--- config.mk ---
export PLATFORM = sky130hd
export DESIGN_NAME = bus_decode_arbiter
export DESIGN_NICKNAME = d
export VERILOG_FILES = /design/src/rtl/bus_decode_arbiter.sv
export SDC_FILE = /design/constraint.sdc
export NUM_CORES = 1
export LEC_CHECK = 0
export ABC_CLOCK_PERIOD_IN_PS = 2600
export CAP_MARGIN = 25
export CORE_ASPECT_RATIO = 0.5
export CORE_MARGIN = 8
export CORE_UTILIZATION = 38
export DETAILED_ROUTE_END_ITERATION = 8
export GPL_ROUTABILITY_DRIVEN = 1
export HOLD_SLACK_MARGIN = 0.02
export PLACE_DENSITY = 0.81
export SLEW_MARGIN = 20
export SYNTH_ARGS = -nofsm -noshare
export SYNTH_HDL_FRONTEND = slang
export SYNTH_SLANG_ARGS = --single-unit
--- constraint.sdc ---
create_clock -name clk -period 2.6 [get_ports clk]
set_input_delay 0.26 -clock clk [delete_from_list [all_inputs] [get_ports clk]]
set_output_delay 0.26 -clock clk [all_outputs]
set_load 0.02 [all_outputs]
--- src/rtl/bus_decode_arbiter.sv ---
// Registered address decoder and single-master router: one master port fanned out
// to NUM_SLAVES memory-mapped slaves, with timeout, error responses and an error counter.
module bus_decode_arbiter #(
    parameter int unsigned NUM_SLAVES = 5,
    parameter int unsigned ADDR_W     = 32,
    parameter int unsigned DATA_W     = 32,
    parameter logic [NUM_SLAVES*ADDR_W-1:0] SLAVE_BASE =
        {32'h0000_8020, 32'h0000_8010, 32'h0000_8000, 32'h0000_4000, 32'h0000_0000},
    parameter logic [NUM_SLAVES*ADDR_W-1:0] SLAVE_LIMIT =
        {32'h0000_802F, 32'h0000_801F, 32'h0000_800F, 32'h0000_6FFF, 32'h0000_3FFF},
    parameter int unsigned TIMEOUT    = 16
) (
    input  logic                         clk,
    input  logic                         rst,
    input  logic                         m_valid,
    input  logic [ADDR_W-1:0]            m_addr,
    input  logic                         m_we,
    input  logic [DATA_W-1:0]            m_wdata,
    input  logic [DATA_W/8-1:0]          m_wstrb,
    output logic                         m_ready,
    output logic [DATA_W-1:0]            m_rdata,
    output logic                         m_err,
    output logic [NUM_SLAVES-1:0]        s_sel,
    output logic [ADDR_W-1:0]            s_addr,
    output logic                         s_we,
    output logic [DATA_W-1:0]            s_wdata,
    output logic [DATA_W/8-1:0]          s_wstrb,
    input  logic [NUM_SLAVES-1:0]        s_ready,
    input  logic [NUM_SLAVES*DATA_W-1:0] s_rdata,
    output logic                         busy,
    output logic [7:0]                   err_cnt
);

    localparam int unsigned IDX_W = (NUM_SLAVES > 1) ? $clog2(NUM_SLAVES) : 1;
    localparam int unsigned CNT_W = (TIMEOUT > 1) ? $clog2(TIMEOUT) : 1;
    localparam logic [CNT_W-1:0] CNT_LAST = (TIMEOUT > 0) ? CNT_W'(TIMEOUT - 1) : '0;

    typedef enum logic [1:0] {
        ST_IDLE,
        ST_ACCESS,
        ST_RESP
    } state_t;

    state_t                  r_state;
    state_t                  w_next;

    logic [NUM_SLAVES-1:0]   r_sel;
    logic [ADDR_W-1:0]       r_addr;
    logic                    r_we;
    logic [DATA_W-1:0]       r_wdata;
    logic [DATA_W/8-1:0]     r_wstrb;
    logic [IDX_W-1:0]        r_idx;
    logic [CNT_W-1:0]        r_cnt;
    logic [DATA_W-1:0]       r_rdata;
    logic                    r_err;
    logic [7:0]              r_err_cnt;

    logic                    w_hit;
    logic [IDX_W-1:0]        w_hit_idx;
    logic [NUM_SLAVES-1:0]   w_hit_onehot;
    logic                    w_s_ready;
    logic [DATA_W-1:0]       w_s_rdata;
    logic                    w_timeout;

    // First matching window in index order wins, so overlaps resolve to the lowest slave.
    always_comb begin
        w_hit        = 1'b0;
        w_hit_idx    = '0;
        w_hit_onehot = '0;
        for (int unsigned i = 0; i < NUM_SLAVES; i++) begin
            if (!w_hit &&
                (m_addr >= SLAVE_BASE[i*ADDR_W +: ADDR_W]) &&
                (m_addr <= SLAVE_LIMIT[i*ADDR_W +: ADDR_W])) begin
                w_hit           = 1'b1;
                w_hit_idx       = IDX_W'(i);
                w_hit_onehot[i] = 1'b1;
            end
        end
    end

    always_comb begin
        w_s_ready = 1'b0;
        w_s_rdata = '0;
        for (int unsigned i = 0; i < NUM_SLAVES; i++) begin
            if (r_idx == IDX_W'(i)) begin
                w_s_ready = s_ready[i];
                w_s_rdata = s_rdata[i*DATA_W +: DATA_W];
            end
        end
    end

    assign w_timeout = (TIMEOUT != 0) && (r_cnt == CNT_LAST);

    always_ff @(posedge clk) begin
        if (rst) begin
            r_state <= ST_IDLE;
        end else begin
            r_state <= w_next;
        end
    end

    always_comb begin
        w_next = r_state;
        case (r_state)
            ST_IDLE: begin
                if (m_valid) begin
                    w_next = w_hit ? ST_ACCESS : ST_RESP;
                end
            end
            ST_ACCESS: begin
                if (w_s_ready || w_timeout) begin
                    w_next = ST_RESP;
                end
            end
            ST_RESP: begin
                w_next = ST_IDLE;
            end
            default: begin
                w_next = ST_IDLE;
            end
        endcase
    end

    always_ff @(posedge clk) begin
        if (rst) begin
            r_sel     <= '0;
            r_addr    <= '0;
            r_we      <= 1'b0;
            r_wdata   <= '0;
            r_wstrb   <= '0;
            r_idx     <= '0;
            r_cnt     <= '0;
            r_rdata   <= '0;
            r_err     <= 1'b0;
            r_err_cnt <= '0;
        end else begin
            case (r_state)
                ST_IDLE: begin
                    if (m_valid) begin
                        r_addr  <= m_addr;
                        r_we    <= m_we;
                        r_wdata <= m_wdata;
                        r_wstrb <= m_wstrb;
                        r_idx   <= w_hit_idx;
                        r_cnt   <= '0;
                        r_sel   <= w_hit_onehot;
                        r_rdata <= '0;
                        r_err   <= ~w_hit;
                    end
                end
                ST_ACCESS: begin
                    // Slave ready is checked before the timeout so a last-cycle ready still succeeds.
                    if (w_s_ready) begin
                        r_sel   <= '0;
                        r_err   <= 1'b0;
                        r_rdata <= r_we ? '0 : w_s_rdata;
                    end else if (w_timeout) begin
                        r_sel   <= '0;
                        r_err   <= 1'b1;
                        r_rdata <= '0;
                    end else begin
                        r_cnt   <= r_cnt + 1'b1;
                    end
                end
                ST_RESP: begin
                    r_rdata <= '0;
                    r_err   <= 1'b0;
                    if (r_err && (r_err_cnt != 8'hFF)) begin
                        r_err_cnt <= r_err_cnt + 8'd1;
                    end
                end
                default: begin
                    r_sel <= '0;
                end
            endcase
        end
    end

    assign m_ready = (r_state == ST_RESP);
    assign busy    = (r_state != ST_IDLE);
    assign m_rdata = r_rdata;
    assign m_err   = r_err;
    assign s_sel   = r_sel;
    assign s_addr  = r_addr;
    assign s_we    = r_we;
    assign s_wdata = r_wdata;
    assign s_wstrb = r_wstrb;
    assign err_cnt = r_err_cnt;

endmodule

-- Yosys cells after proc, flatten, opt, wreduce, memory -nomap -nowiden
Cells that the tools add are included.
- order comparisons: 10
- mux-type cells: 44
- reduce and logical (&&, ||, !) cells: 26
- bitwise logic cells: 2
- equal/unequal tests: 13
- $add $sub $neg: 2
- operators by type and width (operator ; number):
    32-bit 2-to-1 mux ; 9
    32-bit by 16-bit >= comparator with 1-bit output (second input constant) ; 3
    32-bit by 16-bit <= comparator with 1-bit output (second input constant) ; 3
    32-bit case mux with 3 select lines ; 1
    32-bit by 1-bit >= comparator with 1-bit output (second input constant) ; 1
    32-bit by 15-bit >= comparator with 1-bit output (second input constant) ; 1
    32-bit by 14-bit <= comparator with 1-bit output (second input constant) ; 1
    32-bit by 15-bit <= comparator with 1-bit output (second input constant) ; 1
    1-bit 2-to-1 mux ; 18
    5-bit 2-to-1 mux ; 3
    5-bit case mux with 3 select lines ; 1
    4-bit 2-to-1 mux ; 3
    1-bit logical AND ; 10
    3-bit 2-to-1 mux ; 3
    8-bit by 1-bit adder with 8-bit output (second input constant) ; 1
    2-bit inequality test (second input constant) ; 4
    8-bit inequality test (second input constant) ; 1
    4-bit case mux with 2 select lines ; 1
    3-bit by 2-bit equality test with 1-bit output (second input constant) ; 2
    2-bit 2-to-1 mux ; 3
    2-bit AND reduction ; 3
    3-bit AND reduction ; 2
    4-bit by 1-bit adder with 4-bit output (second input constant) ; 1
    4-bit equality test (second input constant) ; 1
    other kinds (15) ; 20
- register bits: 124
- input bits: 237
- word-level logic and storage cells: 108
- output and inout port bits: 117

-- Depth between registers and ports, before layout
- depth after elaboration: 22
- mapped depth: 9
- depth with buffers taken out: 7

-- Least setup slack after synthesis
OpenSTA, ideal clock, no wires.
- kind: flip-flop to flip-flop
- start: register r_idx[1]
- end: register r_rdata[10], in the netlist m_rdata[10]
- buffers on the path: 2
- arrival: 1864 ps
- required time: 2532 ps
- clock period less this slack: 1932 ps
- cell stages (with the launch flop): 8
- setup time: 68 ps
- slack: 668 ps
- cell sequence: dfxtp_1 buf_4 mux2_4 a311o_1 o21ba_1 nor2_1 buf_2 o2bb2ai_2
- cells in the longest elaborated chain, start to end: 9
- elaborated cells on any way between the ends: 20
- classes of those cells: 5 x eq/ne; 13 x mux; 2 x reduce/logical
- RTL lines (item ; line ; source):
    start, declared ; 52 ; logic [IDX_W-1:0] r_idx;
    start signal, assigned ; 144 ; r_idx <= w_hit_idx;
    3-bit logical NOT ; 85 ; if (r_idx == IDX_W'(i)) begin
    32-bit 2-to-1 mux (5 in a row) ; 85 ;
    32-bit 2-to-1 mux ; 156 ; r_rdata <= r_we ? '0 : w_s_rdata;
    32-bit 2-to-1 mux ; 153 ; if (w_s_ready) begin
    32-bit case mux with 3 select lines ; 137 ; case (r_state)
    end signal, assigned ; 156 ;
    end, declared ; 54 ; logic [DATA_W-1:0] r_rdata;
Parallel ways exist; a longest one is shown, timed or not.
A chain may end at the register's enable or synchronous reset.

-- Final worst setup path
- start: register r_state[0]
- end: register r_rdata[11], in the netlist m_rdata[11]
- cells in the longest elaborated chain, start to end: 3
- elaborated cells on any way between the ends: 8
- classes of those cells: 4 x eq/ne; 1 x mux; 3 x reduce/logical
- RTL lines (item ; line ; source):
    start, declared ; 44 ; state_t r_state;
    start signal, assigned ; 98 ; r_state <= w_next;
    2-bit by 1-bit equality test with 1-bit output (tied with other cells) ; 137 ;
    3-bit inequality test (no line) (tied with other cells) ; n/a ;
    3-bit AND reduction (no line) ; n/a ;
Parallel ways exist; a longest one is shown, timed or not.

==> summary by stage <==
Setup path
The required time of the critical path is 2930 ps. The critical path is of the reg -> reg type. In this run the critical register-to-register path is captured at m_rdata[11]$_SDFFE_PP0P_. The largest fanout on the critical path is 31. The flop-to-flop setup slack is 350 ps. Measured in cells, the most critical reg-to-reg path has a length of 7.

STA classifies the critical path endpoint as a flop. For the worst setup path, the data arrival time is around 2600 ps. The critical register-to-register path startpoint is r_state[0]$_SDFFE_PP0P_. The nature of the critical path startpoint is a flop.

Placed design
The half-perimeter wire length of the detailed placement result is between 15 and 20 mm. Buffers placed on the I/O ports in this run total 353. The pre-CTS setup slack is 252 ps.

The routability-driven placement congestion ratio is approximately 0.86.

Cells and area
The storage element area is 0.00248 mm². After the last flow step, the layout net total stands at between 1000 and 1500. The number of antenna cells inserted is 0. The final cell utilization of the core is 67.2%.

The most common library cell in the layout ignoring fill and taps is sky130_fd_sc_hd__clkdlybuf4s50_1. Counting the fill cells in the layout gives 1173. The combined area of the multi-input logic cells is 0.00317 mm². The library cells used most frequently in the layout, excluding fill and tap cells, are sky130_fd_sc_hd__clkdlybuf4s50_1 (352), sky130_fd_sc_hd__nand2_1 (148), sky130_fd_sc_hd__dfxtp_1 (122).

The area growth from synthesis to layout is 74.4%. The share of cells above drive strength 1 is 13.2%.

GRT
For met2 alone, demand over resource in global routing was 40.3%. The number of antenna violations at the first check in global routing is 0. The global-route usage over all layers is 21.8%. For this run, global-route usage on met3 was measured as 5.59%. The number of global-route vias before repair is 6473. The most crowded layer after global routing is met2.

The first global-routing pass estimated 35.2 mm of wire. For this run, global-route usage on met1 was measured as 23.4%. Entering global routing, the biggest net connects ~50 pins. For this run the aggregate overflow at the end of global routing stands at 0.

Floorplan
The area of the placeable core is 0.0153 mm². During I/O placement, the number of pins put on the boundary was about 350. The die is 192 µm wide.

The height of the chip is 104 µm. The starting density of the core is 38.5%. The number of core rows is 32.

The floorplan step defined a die boundary enclosing 0.0200 mm².

Yosys
The synthesized netlist contains 55 unique library cells. The number of nets handed over by synthesis was 857. The count of yosys warnings during synthesis is 0.

Counting flops and latches in the post-synthesis netlist gives between 100 and 150. In the synthesized netlist, the number of instances is ~610. The share of async-settable or async-resettable flops after synthesis is 0%. The sequential element share of the synthesized area is 42.1%. In this run, synthesis inferred 0 flip-flops with an integrated enable.

The post-synthesis cell area is 0.00589 mm². A synthesized cell averages around 9.6 µm². The most frequently used flop master after synthesis is sky130_fd_sc_hd__dfxtp_1.

STA
Static timing analysis puts the maximum clock frequency at 444 MHz. The setup slack after layout is 347 ps. The pin slew with the least headroom to its limit is 513 ps. The aggregate negative setup slack is 0 ps. Subtracting the final worst setup slack from the clock period gives 2250 ps. Setup repair after global routing left no endpoint under its margin.

The final count of pins violating max slew is 0. The relative max-transition margin is 65.5%. Setup violations remaining at the end of the flow were counted as 0.

The final-report hold violation count is 0. The final clock skew is 12.2 ps. The fraction of the cycle the final worst path needs is roughly 87%.

Route
The average vias per placed instance is 5.23. The antenna violation net count after detailed routing is 0. The total via count after detailed routing is 6149. Wires add up to 22.9 mm. The iteration-0 DRC count of the detailed router is 346. The post-detailed-route wirelength per cell is 19.5 µm.

The first detailed-routing pass ran for 5 iterations. The count of unresolved DRC violations after routing is 0.

Clock network
The cell sitting at the root of the clock tree is a sky130_fd_sc_hd__clkbuf_16. The number of hold buffers added after cts is 0. The post-CTS repair timing setup buffer count is 0. TritonCTS built the clock tree.

After clock tree synthesis, the clock-pin slew on the worst setup and hold paths is approximately 60 ps. The number of buffers between clock root and the deepest sink is 2. Buffers inserted during clock tree synthesis total 17. The number of sinks on the clock net is 124. Post-CTS repair changed the size of 0 cells. The clock insertion delay at the later pin of the skew report is 400 ps. CTS built an H-tree with a depth of 4.

Worst hold path
The worst min-delay path startpoint is rst. The destination of the worst hold path is m_rdata[31]$_SDFFE_PP0P_. The number of cells traversed by the worst hold path is 2.

In this run the worst hold path is classified as in -> reg.

Power and ir drop
The total leakage power is 3.75 nW. The power per standard cell area is between 500 and 600 mW/mm². The maximum resistive drop on vdd is 0.384 mV.

Job
The max-cap check violation count is 0.

Outcome
The flow ran to the end, and the final reports show no timing, DRC or antenna violations.
-- worst max path at each step --
stage,cells past startpoint,from,to,slack (ps)
5_1_grt,7,r_state[0]$_SDFFE_PP0P_,m_rdata[0]$_SDFFE_PP0P_,240
6_report,7,r_state[0]$_SDFFE_PP0P_,m_rdata[11]$_SDFFE_PP0P_,350
3_5_place_dp,7,s_ready[1],m_rdata[11]$_SDFFE_PP0P_,250
4_1_cts,7,r_state[0]$_SDFFE_PP0P_,m_rdata[1]$_SDFFE_PP0P_,350
3_3_place_gp,7,s_ready[1],m_rdata[0]$_SDFFE_PP0P_,330
2_1_floorplan,7,r_idx[1]$_SDFFE_PP0P_,m_rdata[10]$_SDFFE_PP0P_,670
-- layout make-up --
cell class | count | share of cell area, %
clock buffer | 17 | 4.14
tap | 204 | 2.48
timing repair buffer | 373 | 36.1
multi-input combinational | 435 | 30.9
clock inverter | 15 | 1.94
inverter | 7 | 0.256
sequential | 124 | 24.2
-- registers in the layout, summed over array words and instances (netlist names) --
name	count
r_cnt	4
s_addr	32
r_idx	3
m_rdata	32
r_state	2
s_sel	5
s_we	1
s_wdata	32
err_cnt	8
s_wstrb	4
m_err	1
-- cells by family after synthesis --
group,synth area share (%)
mux,12.8
fa+ha+maj,1.27
simple gates,16.2
flops,42.1
compound gates,22.4
buf+inv,4.25
xor+xnor,0.892
-- metal layers --
layer / up-vias / wire length, µm
li1: 2931 / -
met1: 2929 / 8510
met2: 241 / 12000
met3: 48 / 1740
met4: 0 / 724
met5: - / 0
-- where the power goes --
group	switching [W]	internal (W)
sequential	0.0000398	0.00198
combinational	0.000410	0.000563
clock	0.000951	0.00155
total	0.00140	0.00408
-- synth_stat cells (2+ instances only) --
library cell,n,area (µm²)
sky130_fd_sc_hd__nand3_1,8,40.0
sky130_fd_sc_hd__nand2_1,149,559
sky130_fd_sc_hd__nor4_1,6,37.5
sky130_fd_sc_hd__a21oi_1,78,390
sky130_fd_sc_hd__ha_1,6,75.1
sky130_fd_sc_hd__a22oi_1,31,233
sky130_fd_sc_hd__clkbuf_1,27,101
sky130_fd_sc_hd__nand4_1,6,37.5
sky130_fd_sc_hd__xor2_1,3,26.3
sky130_fd_sc_hd__and4_1,3,26.3
sky130_fd_sc_hd__inv_2,2,7.51
sky130_fd_sc_hd__buf_2,8,40.0
sky130_fd_sc_hd__and3_1,4,25.0
sky130_fd_sc_hd__or4_1,4,30.0
sky130_fd_sc_hd__inv_1,5,18.8
sky130_fd_sc_hd__o21ai_0,3,15.0
sky130_fd_sc_hd__a31oi_1,4,25.0
sky130_fd_sc_hd__o41ai_1,3,26.3
sky130_fd_sc_hd__xnor2_1,3,26.3
sky130_fd_sc_hd__nor3_1,2,10.0
sky130_fd_sc_hd__nand4b_1,2,17.5
sky130_fd_sc_hd__a41o_1,2,20.0
sky130_fd_sc_hd__dfxtp_1,124,2480
sky130_fd_sc_hd__o21ai_1,8,40.0
sky130_fd_sc_hd__mux4_2,32,721
sky130_fd_sc_hd__buf_6,4,45.0
sky130_fd_sc_hd__o21a_1,2,15.0
sky130_fd_sc_hd__buf_1,8,30.0
sky130_fd_sc_hd__nor2_1,18,67.6
sky130_fd_sc_hd__or3_1,4,25.0
sky130_fd_sc_hd__nor2b_1,2,12.5
sky130_fd_sc_hd__o2bb2ai_2,30,450
-- worst max-delay path: stages (launching register included) --
cell and delay, ps:
sky130_fd_sc_hd__dfxtp_1 370, sky130_fd_sc_hd__inv_1 80, sky130_fd_sc_hd__ha_1 290, sky130_fd_sc_hd__nor2b_1 210
sky130_fd_sc_hd__or2_0 250, sky130_fd_sc_hd__or4_2 590, sky130_fd_sc_hd__buf_12 220, sky130_fd_sc_hd__o2bb2ai_2 160
-- through the flow --
step           cell area, µm²  power [W]  hold slack (ps)  std cells
2_1_floorplan            5890    0.00242              361        614
3_3_place_gp             9660    0.00301              440       1143
3_5_place_dp             9660    0.00303              446       1143
4_1_cts                 10300    0.00554              180       1175
5_1_grt                 10300    0.00572              210       1175
6_report                10300    0.00548              207       1175
(Power assumes the default switching activity.)
